File: src/rtl/icache_responder_if.sv
// Instruction-fetch bus for icache_responder.
// Two sides are carried on one bundle:
//   datapath side : imemREN, imemaddr (requests) -> ihit, imemload (responses)
//   memory side   : iREN, iaddr (fill requests)  <- iwait, iload (fill responses)
// Modports:
//   slave  - the cache: takes datapath requests and memory responses,
//            drives datapath responses and memory requests.
//   master - the environment around it (datapath plus memory controller).
interface icache_responder_if;
  logic        imemREN;
  logic [31:0] imemaddr;
  logic        ihit;
  logic [31:0] imemload;
  logic        iREN;
  logic [31:0] iaddr;
  logic        iwait;
  logic [31:0] iload;

  modport slave (
    input  imemREN, imemaddr, iwait, iload,
    output ihit, imemload, iREN, iaddr
  );

  modport master (
    output imemREN, imemaddr, iwait, iload,
    input  ihit, imemload, iREN, iaddr
  );
endinterface

File: src/rtl/icache_responder.sv
// Direct-mapped, read-only instruction cache with one-word frames.
// Hits answer in the same cycle. A miss latches the word address, then runs a
// blocking fill over iREN/iaddr/iwait/iload. It returns to IDLE when the fill
// word lands, and the retried request hits on the following cycle.
// Ports:
//   CLK      - clock, all state on posedge
//   RST      - asynchronous active-high reset (clears frames, FSM, counters)
//   cif      - fetch bus (slave side): imemREN/imemaddr/ihit/imemload,
//              iREN/iaddr/iwait/iload
//   hit_cnt  - saturating count of cycles with ihit=1
//   miss_cnt - saturating count of misses started
module icache_responder #(
  parameter int SETS  = 16,
  parameter int CNT_W = 32
) (
  input  logic              CLK,
  input  logic              RST,
  icache_responder_if.slave cif,
  output logic [CNT_W-1:0]  hit_cnt,
  output logic [CNT_W-1:0]  miss_cnt
);
  localparam int IDX_W = $clog2(SETS);
  localparam int TAG_W = 32 - IDX_W - 2;

  typedef enum logic {IDLE, FETCH} state_t;

  state_t           state_q, state_d;
  logic [SETS-1:0]  valid_q;
  logic [TAG_W-1:0] tag_q  [SETS];
  logic [31:0]      data_q [SETS];
  logic [31:0]      miss_addr_q;

  logic [31:0]      req_addr;
  logic [IDX_W-1:0] req_idx, fill_idx;
  logic [TAG_W-1:0] req_tag;
  logic             lookup_hit, served, miss_start, fill;

  // Byte offset is dropped here so that the latched fill address is word-aligned.
  assign req_addr   = cif.imemaddr & 32'hFFFF_FFFC;
  assign req_idx    = req_addr[IDX_W+1:2];
  assign req_tag    = req_addr[31:IDX_W+2];
  assign fill_idx   = miss_addr_q[IDX_W+1:2];
  assign lookup_hit = cif.imemREN && valid_q[req_idx] && (tag_q[req_idx] == req_tag);

  always_comb begin
    // NOTE: every output of this block gets a default first, so no path can
    // leave one unassigned and infer a latch.
    state_d      = state_q;
    cif.ihit     = 1'b0;
    cif.imemload = '0;
    cif.iREN     = 1'b0;
    cif.iaddr    = '0;
    served       = 1'b0;
    miss_start   = 1'b0;
    fill         = 1'b0;
    unique case (state_q)
      IDLE: begin
        if (lookup_hit) begin
          cif.ihit     = 1'b1;
          cif.imemload = data_q[req_idx];
          served       = 1'b1;
        end else if (cif.imemREN) begin
          miss_start = 1'b1;
          state_d    = FETCH;
        end
      end
      FETCH: begin
        // The request in flight is the latched one; a redirected imemaddr
        // is looked up only after this fill completes.
        cif.iREN  = 1'b1;
        cif.iaddr = miss_addr_q;
        if (!cif.iwait) begin
          fill    = 1'b1;
          state_d = IDLE;
        end
      end
      default: state_d = IDLE;
    endcase
  end

  always_ff @(posedge CLK or posedge RST) begin
    if (RST) begin
      state_q     <= IDLE;
      miss_addr_q <= '0;
    end else begin
      state_q <= state_d;
      if (miss_start) miss_addr_q <= req_addr;
    end
  end

  // Frame storage. A fill simply overwrites the frame: the cache is read-only,
  // so there is never anything to write back on a conflict.
  always_ff @(posedge CLK or posedge RST) begin
    if (RST) begin
      valid_q <= '0;
      // NOTE: the frames are small flop arrays rather than a RAM macro, so
      // clearing tags and data in reset costs nothing and keeps them defined.
      for (int i = 0; i < SETS; i++) begin
        tag_q[i]  <= '0;
        data_q[i] <= '0;
      end
    end else if (fill) begin
      valid_q[fill_idx] <= 1'b1;
      tag_q[fill_idx]   <= miss_addr_q[31:IDX_W+2];
      data_q[fill_idx]  <= cif.iload;
    end
  end

  // Performance counters stick at all-ones instead of wrapping.
  always_ff @(posedge CLK or posedge RST) begin
    if (RST) begin
      hit_cnt  <= '0;
      miss_cnt <= '0;
    end else begin
      if (served && (hit_cnt != '1))      hit_cnt  <= hit_cnt + CNT_W'(1);
      if (miss_start && (miss_cnt != '1)) miss_cnt <= miss_cnt + CNT_W'(1);
    end
  end
endmodule

File: src/flat_wrapper.sv
// flat-port wrapper written by rule: the top's interface ports become plain ports
module icache_responder_flat 
#(
  parameter int SETS  = 16,
  parameter int CNT_W = 32
)
  (CLK, RST, hit_cnt, miss_cnt, cif_imemREN, cif_imemaddr, cif_iwait, cif_iload, cif_ihit, cif_imemload, cif_iREN, cif_iaddr);
  icache_responder_if cif_i ();
  input  logic CLK;
  input  logic RST;
  output logic [CNT_W-1:0] hit_cnt;
  output logic [CNT_W-1:0] miss_cnt;
  input wire logic [$bits(cif_i.imemREN)-1:0] cif_imemREN;
  input wire logic [$bits(cif_i.imemaddr)-1:0] cif_imemaddr;
  input wire logic [$bits(cif_i.iwait)-1:0] cif_iwait;
  input wire logic [$bits(cif_i.iload)-1:0] cif_iload;
  output wire logic [$bits(cif_i.ihit)-1:0] cif_ihit;
  output wire logic [$bits(cif_i.imemload)-1:0] cif_imemload;
  output wire logic [$bits(cif_i.iREN)-1:0] cif_iREN;
  output wire logic [$bits(cif_i.iaddr)-1:0] cif_iaddr;
  assign cif_i.imemREN = cif_imemREN;
  assign cif_i.imemaddr = cif_imemaddr;
  assign cif_i.iwait = cif_iwait;
  assign cif_i.iload = cif_iload;
  assign cif_ihit = cif_i.ihit;
  assign cif_imemload = cif_i.imemload;
  assign cif_iREN = cif_i.iREN;
  assign cif_iaddr = cif_i.iaddr;
  icache_responder #(.SETS(SETS), .CNT_W(CNT_W)) u_core (.CLK(CLK), .RST(RST), .cif(cif_i), .hit_cnt(hit_cnt), .miss_cnt(miss_cnt));
endmodule
File: config.mk
export PLATFORM = sky130hd
export DESIGN_NAME = icache_responder_flat
export DESIGN_NICKNAME = d
export VERILOG_FILES = /design/src/rtl/icache_responder_if.sv /design/src/rtl/icache_responder.sv /design/src/flat_wrapper.sv
export SDC_FILE = /design/constraint.sdc
export NUM_CORES = 2
export LEC_CHECK = 0
export CORE_MARGIN = 2
export CORE_UTILIZATION = 66
export DETAILED_ROUTE_END_ITERATION = 8
export GPL_TIMING_DRIVEN = 0
export PLACE_DENSITY = 0.86
export SKIP_CTS_REPAIR_TIMING = 1
export SYNTH_ARGS = -nofsm -noshare
export SYNTH_HDL_FRONTEND = slang
export SYNTH_SLANG_ARGS = --single-unit
File: constraint.sdc
create_clock -name CLK -period 110 [get_ports CLK]
set_input_delay 16.5 -clock CLK [delete_from_list [all_inputs] [get_ports CLK]]
set_output_delay 16.5 -clock CLK [all_outputs]
set_load 0.01 [all_outputs]
-- Word level (Yosys, flattened, before mapping)
Index checks and enable logic that the tools add are counted.
- output and inout port bits: 130
- bits in registers: 1039
- bits of input ports: 68
- word-level logic and storage cells: 87
- bitwise gates (word level): 4
- $add $sub $neg: 2
- reductions and logical operators: 6
- mux-type cells: 29
- order comparisons: 6
- eq/ne operators: 3
- operator list (operator ; number):
    512-bit bitwise mux ; 1
    416-bit bitwise mux ; 1
    32-bit 2-to-1 mux ; 6
    32-bit binary-select mux with 4-bit select ; 1
    32-bit demux with 4-bit select ; 1
    26-bit binary-select mux with 4-bit select ; 1
    26-bit demux with 4-bit select ; 1
    26-bit 2-to-1 mux ; 3
    32-bit by 1-bit adder with 32-bit output (second input constant) ; 2
    32-bit != test (second input constant) ; 2
    26-bit equality test ; 1
    16-bit OR ; 1
    1-bit 2-to-1 mux ; 11
    5-bit >= comparator (second input constant) ; 2
    4-bit by 5-bit < comparator with 1-bit output (second input constant) ; 2
    4-bit NOT with 5-bit output ; 2
    1-bit logical AND ; 6
    5-bit by 1-bit < comparator with 1-bit output (second input constant) ; 1
    1-bit binary-select mux with 4-bit select ; 1
    1-bit demux with 4-bit select ; 1
    4-bit by 1-bit >= comparator with 1-bit output (second input constant) ; 1
    1-bit case mux with 2 select lines ; 1
    1-bit NOT ; 1

-- Longest topological paths before layout
- depth after elaboration: 9
- mapped depth: 17
- depth with buffers taken out: 9

-- Worst setup path before layout
OpenSTA, ideal clock, no wires.
- path kind: input-to-output
- start: input cif_imemaddr[2]
- end: output cif_imemload[10]
- setup slack: 73.736 ns
- buffers on the path: 5
- required time: 93.500 ns
- arrival time: 19.764 ns
- cell stages on the path: 12
- cell sequence: buf_4 -> buf_4 -> buf_2 -> buf_2 -> nor2_1 -> a221oi_1 -> mux2_2 -> a2111o_1 -> or4b_1 -> or3_4 -> buf_6 -> nor2b_1
- cells in the longest elaborated chain, start to end: 8
- elaborated cells on any way between the ends: 14
- classes of those cells: eq/ne: 1; mux: 10; bitwise: 1; reduce/logical: 2
- ends and longest elaborated chain (element ; RTL line ; text):
    from (decl) ; flat_wrapper.sv:14 ; input wire logic [$bits(cif_i.imemaddr)-1:0] cif_imemaddr;
    4-bit NOT with 5-bit output (implied by the code) ; icache_responder.sv:43, icache_responder.sv:60 ;
    26-bit binary-select mux with 4-bit select ; icache_responder.sv:43 ; assign lookup_hit = cif.imemREN && valid_q[req_idx] && (tag_q[req_idx] == req_tag);
    26-bit 2-to-1 mux (implied by the code) (2 in a row) ; icache_responder.sv:43 ;
    26-bit equality test ; icache_responder.sv:43 ;
    1-bit logical AND ; icache_responder.sv:43 ;
    32-bit 2-to-1 mux * ; icache_responder.sv:58 ; if (lookup_hit) begin
    32-bit 2-to-1 mux * ; icache_responder.sv:56 ; unique case (state_q)
    to (decl) ; flat_wrapper.sv:18 ; output wire logic [$bits(cif_i.imemload)-1:0] cif_imemload;
Every way passes the cells marked *; elsewhere a longest branch is shown, timed or not. The select of a mux whose other input is x is not followed.

-- Worst setup path in the final report
- start: input cif_imemaddr[5]
- end: output cif_imemload[16]
The elaborated chain is that of the path after synthesis.

==> results.md <==
* P&R area growth vs syn at 14.1%
* Synth Area per Inst at around 15 um2
* ANT nets after route at 0
* Top cell type's share of synthesized area at between 50% and 60%
* R2R depth at 7
* Synth warn at 0
* Grt ovf at 0
* Crit path time final at 38.58 ns
* CTS H-Tree Depth at 3
* Yosys cell types at 63
* Antenna violations before repair at 6
* Worst slew pin tran at 1.50 ns
* Total CTS buffers at 104
* Max Cap Violations at 1
* Max-slew violations at 6
* P_leak at about 24 nW
* Reg-to-reg critical path startpoint: u_core.state_q
* CP required at slightly above 90 ns
* Max Freq at roughly 26 MHz
* CP startpoint: cif_imemaddr[5]
* Critical path class: primary input to output port
* Vias in the first global route at approximately 32000
* Min-delay src: u_core.valid_q[14]
* Total GRT Usage at between 30% and 40%
* First-pass GRT wire length at about 200000 um
* Total wire length at between 100000 and 150000 um
* Synth area leaders: dfrtp_1 54%, mux2_2 23%, mux4_2 12%
* Final-stage net count at between 3000 and 4000
* Core area at just over 70000 um2
* Syn Inst Count at about 3100
* Largest net degree at the start of global routing at around 140
* Hold Crit Class: flip-flop to flip-flop
* Count leader, synth: dfrtp_1
* Clock Latency Late Sink at between 0.6 and 0.7 ns
* Core Rows at 98
* Post-synthesis register bit count at between 1000 and 1500
* Final Hold Viols at 0
* Most instantiated cells after synthesis: 1039 x dfrtp_1, 985 x mux2_2, 249 x mux4_2, 138 x clkbuf_1, 77 x buf_1
* Status: finished, violations left
* Worst R2R End: u_core.data_q[38]
* Largest area contributor in the netlist: dfrtp_1
* Critical path arrival at 22.08 ns
* Crit-path max FO at 10
* Gpl congestion at 0.923
* CTS Buffer Depth at 3
* Final setup skew at roughly 0.029 ns
* DRC violations left at 0
* Cell Pwr Density at approximately 24 nW/um2
* I/O Pins at around 200
* Vias per cell at slightly below 7
* Post-DP HPWL at between 80000 and 90000 um
* Die Width at between 200 and 300 um
* R2r setup slk at between 100 and 150 ns
* Starting Density at ~67%
* Die area at between 70000 and 80000 um2
* DR vias at 30100
* Buffers on Ports at around 190
* Register area share after synthesis at 54.4%
* # clock sinks at a little over 1000
* DRT iter0 DRCs at 3120
* Share of layout cells above drive strength 1 at between 40% and 50%
* Routed wire per std cell at between 20 and 30 um
* Synth async-reset ratio at between 90% and 100%
* Post-Syn Area at 47800 um2
* Unrepaired setup endpoints after global routing: no
* Fin Setup TNS at 0 ns
* Violated checks: capacitance limit, slew limit
* Root buffer selected by CTS: clkbuf_16
* Die H at roughly 270 um
* Overall power at roughly 1.3 mW
* 1st-pass router iterations at 7
* TritonCTS clock tree: yes
* Worst setup path endpoint: cif_imemload[16]
* Worst-path clk slew at about 0.06 ns
* Post-synth EDFFs at 0
* Period utilization at 35.1%
* Ys flop type: dfrtp_1
* Rel. slew slack at -0.777%
* CP Launch Type: primary input
* Max IR drop VDD at roughly 19 uV
* Setup violators final at 0
* Crit. End Element: output port
worst max-delay path, cell delays in order:
cell             delay (ns)
buf_2                  0.26
buf_2                  0.35
buf_1                  0.73
buf_1                  0.85
mux4_2                 0.42
mux2i_1                0.14
mux2i_1                0.11
xnor2_1                0.52
nand4_1                0.14
or4_1                  0.45
or3_4                  0.53
buf_6                  0.21
nor2b_1                0.24
clkdlybuf4s50_1        0.60
worst min path at each step:
| stage | endpoint | slack [ns] | cells after the start |
|---|---|---|---|
| after floorplan | u_core.valid_q[10] | 0.43 | 1 |
| after global placement | u_core.valid_q[9] | 0.44 | 1 |
| after detailed placement | u_core.valid_q[3] | 0.45 | 1 |
| after CTS | u_core.valid_q[5] | 0.47 | 1 |
| after global routing | u_core.valid_q[2] | 0.48 | 1 |
| final | u_core.valid_q[14] | 0.47 | 1 |
final cells by class:
| type | instances | area [um2] |
|---|---|---|
| sequential | 1039 | 26000 |
| multi-input combinational | 1816 | 20700 |
| fill | 4205 | 17100 |
| clock buffer | 150 | 3050 |
| timing repair buffer | 196 | 2100 |
| tap | 950 | 1190 |
| buffer | 256 | 1070 |
| clock inverter | 39 | 369 |
| inverter | 13 | 56.3 |
| antenna | 4 | 10.0 |
layout by cell type, fill, tap and decap left out, types with 5 or more instances in the layout:
master,n
dfrtp_1,1039
mux2_2,985
mux4_2,249
clkdlybuf4s50_1,188
clkbuf_1,159
clkbuf_16,106
buf_1,77
mux2i_1,61
xnor2_1,55
nand2_1,53
nor2b_1,48
nand3_1,41
xor2_1,38
and2_1,36
nor2_1,29
clkinv_2,28
nand4_1,26
nor3_1,26
and3_1,23
clkbuf_8,23
buf_2,22
nand2b_1,22
nor4_1,19
buf_4,15
inv_1,11
or2_2,9
a22oi_1,9
buf_16,8
o22ai_1,7
a21oi_1,7
nand4b_1,6
bufinv_16,6
and4_1,5
o21ai_0,5
metrics by stage:
stage / setup slack [ns] / util, % / instances / hold WS [ns] / area, um2
after floorplan: 64.26 / - / 3124 / 0.429 / 47800
after global placement: 56.23 / 71.0 / 4262 / 0.444 / 50900
after detailed placement: 71.58 / 71.4 / 4270 / 0.449 / 51100
after CTS: 71.55 / 76.1 / 4459 / 0.467 / 54500
after global routing: 71.40 / 76.1 / 4460 / 0.478 / 54500
final: 71.42 / 76.1 / 4463 / 0.466 / 54500
layer usage:
metal	track usage, %	wire [um]
met4	17.2	6770
met3	7.47	9690
met2	58.3	64800
met5	0	23
met1	47.0	50300
power by group:
part	internal, mW	leakage, nW	switching [mW]	total (mW)
clock network	0.206	1.71	0.150	0.356
registers	0.533	13.4	0.0870	0.620
logic	0.202	9.27	0.124	0.326
cell families (layout without fill, tap and decap cells):
group	after synthesis	after routing	synth area share, %
simple gates	363	363	4.30
mux	1296	1296	36.2
flops	1039	1039	54.4
other cells	1	6	0.00785
buf+inv	269	654	2.35
compound gates	60	60	0.932
xor+xnor	93	93	1.70
fa+ha+maj	2	2	0.0523
state kept, by name (all words and copies together), names as in the netlist:
register and cells:
u_core.data_q 512, u_core.hit_cnt 32, u_core.miss_addr_q 30, u_core.miss_cnt 32
u_core.state_q 1, u_core.tag_q 416, u_core.valid_q 16
Note: power is estimated with default switching activity, not from simulation.
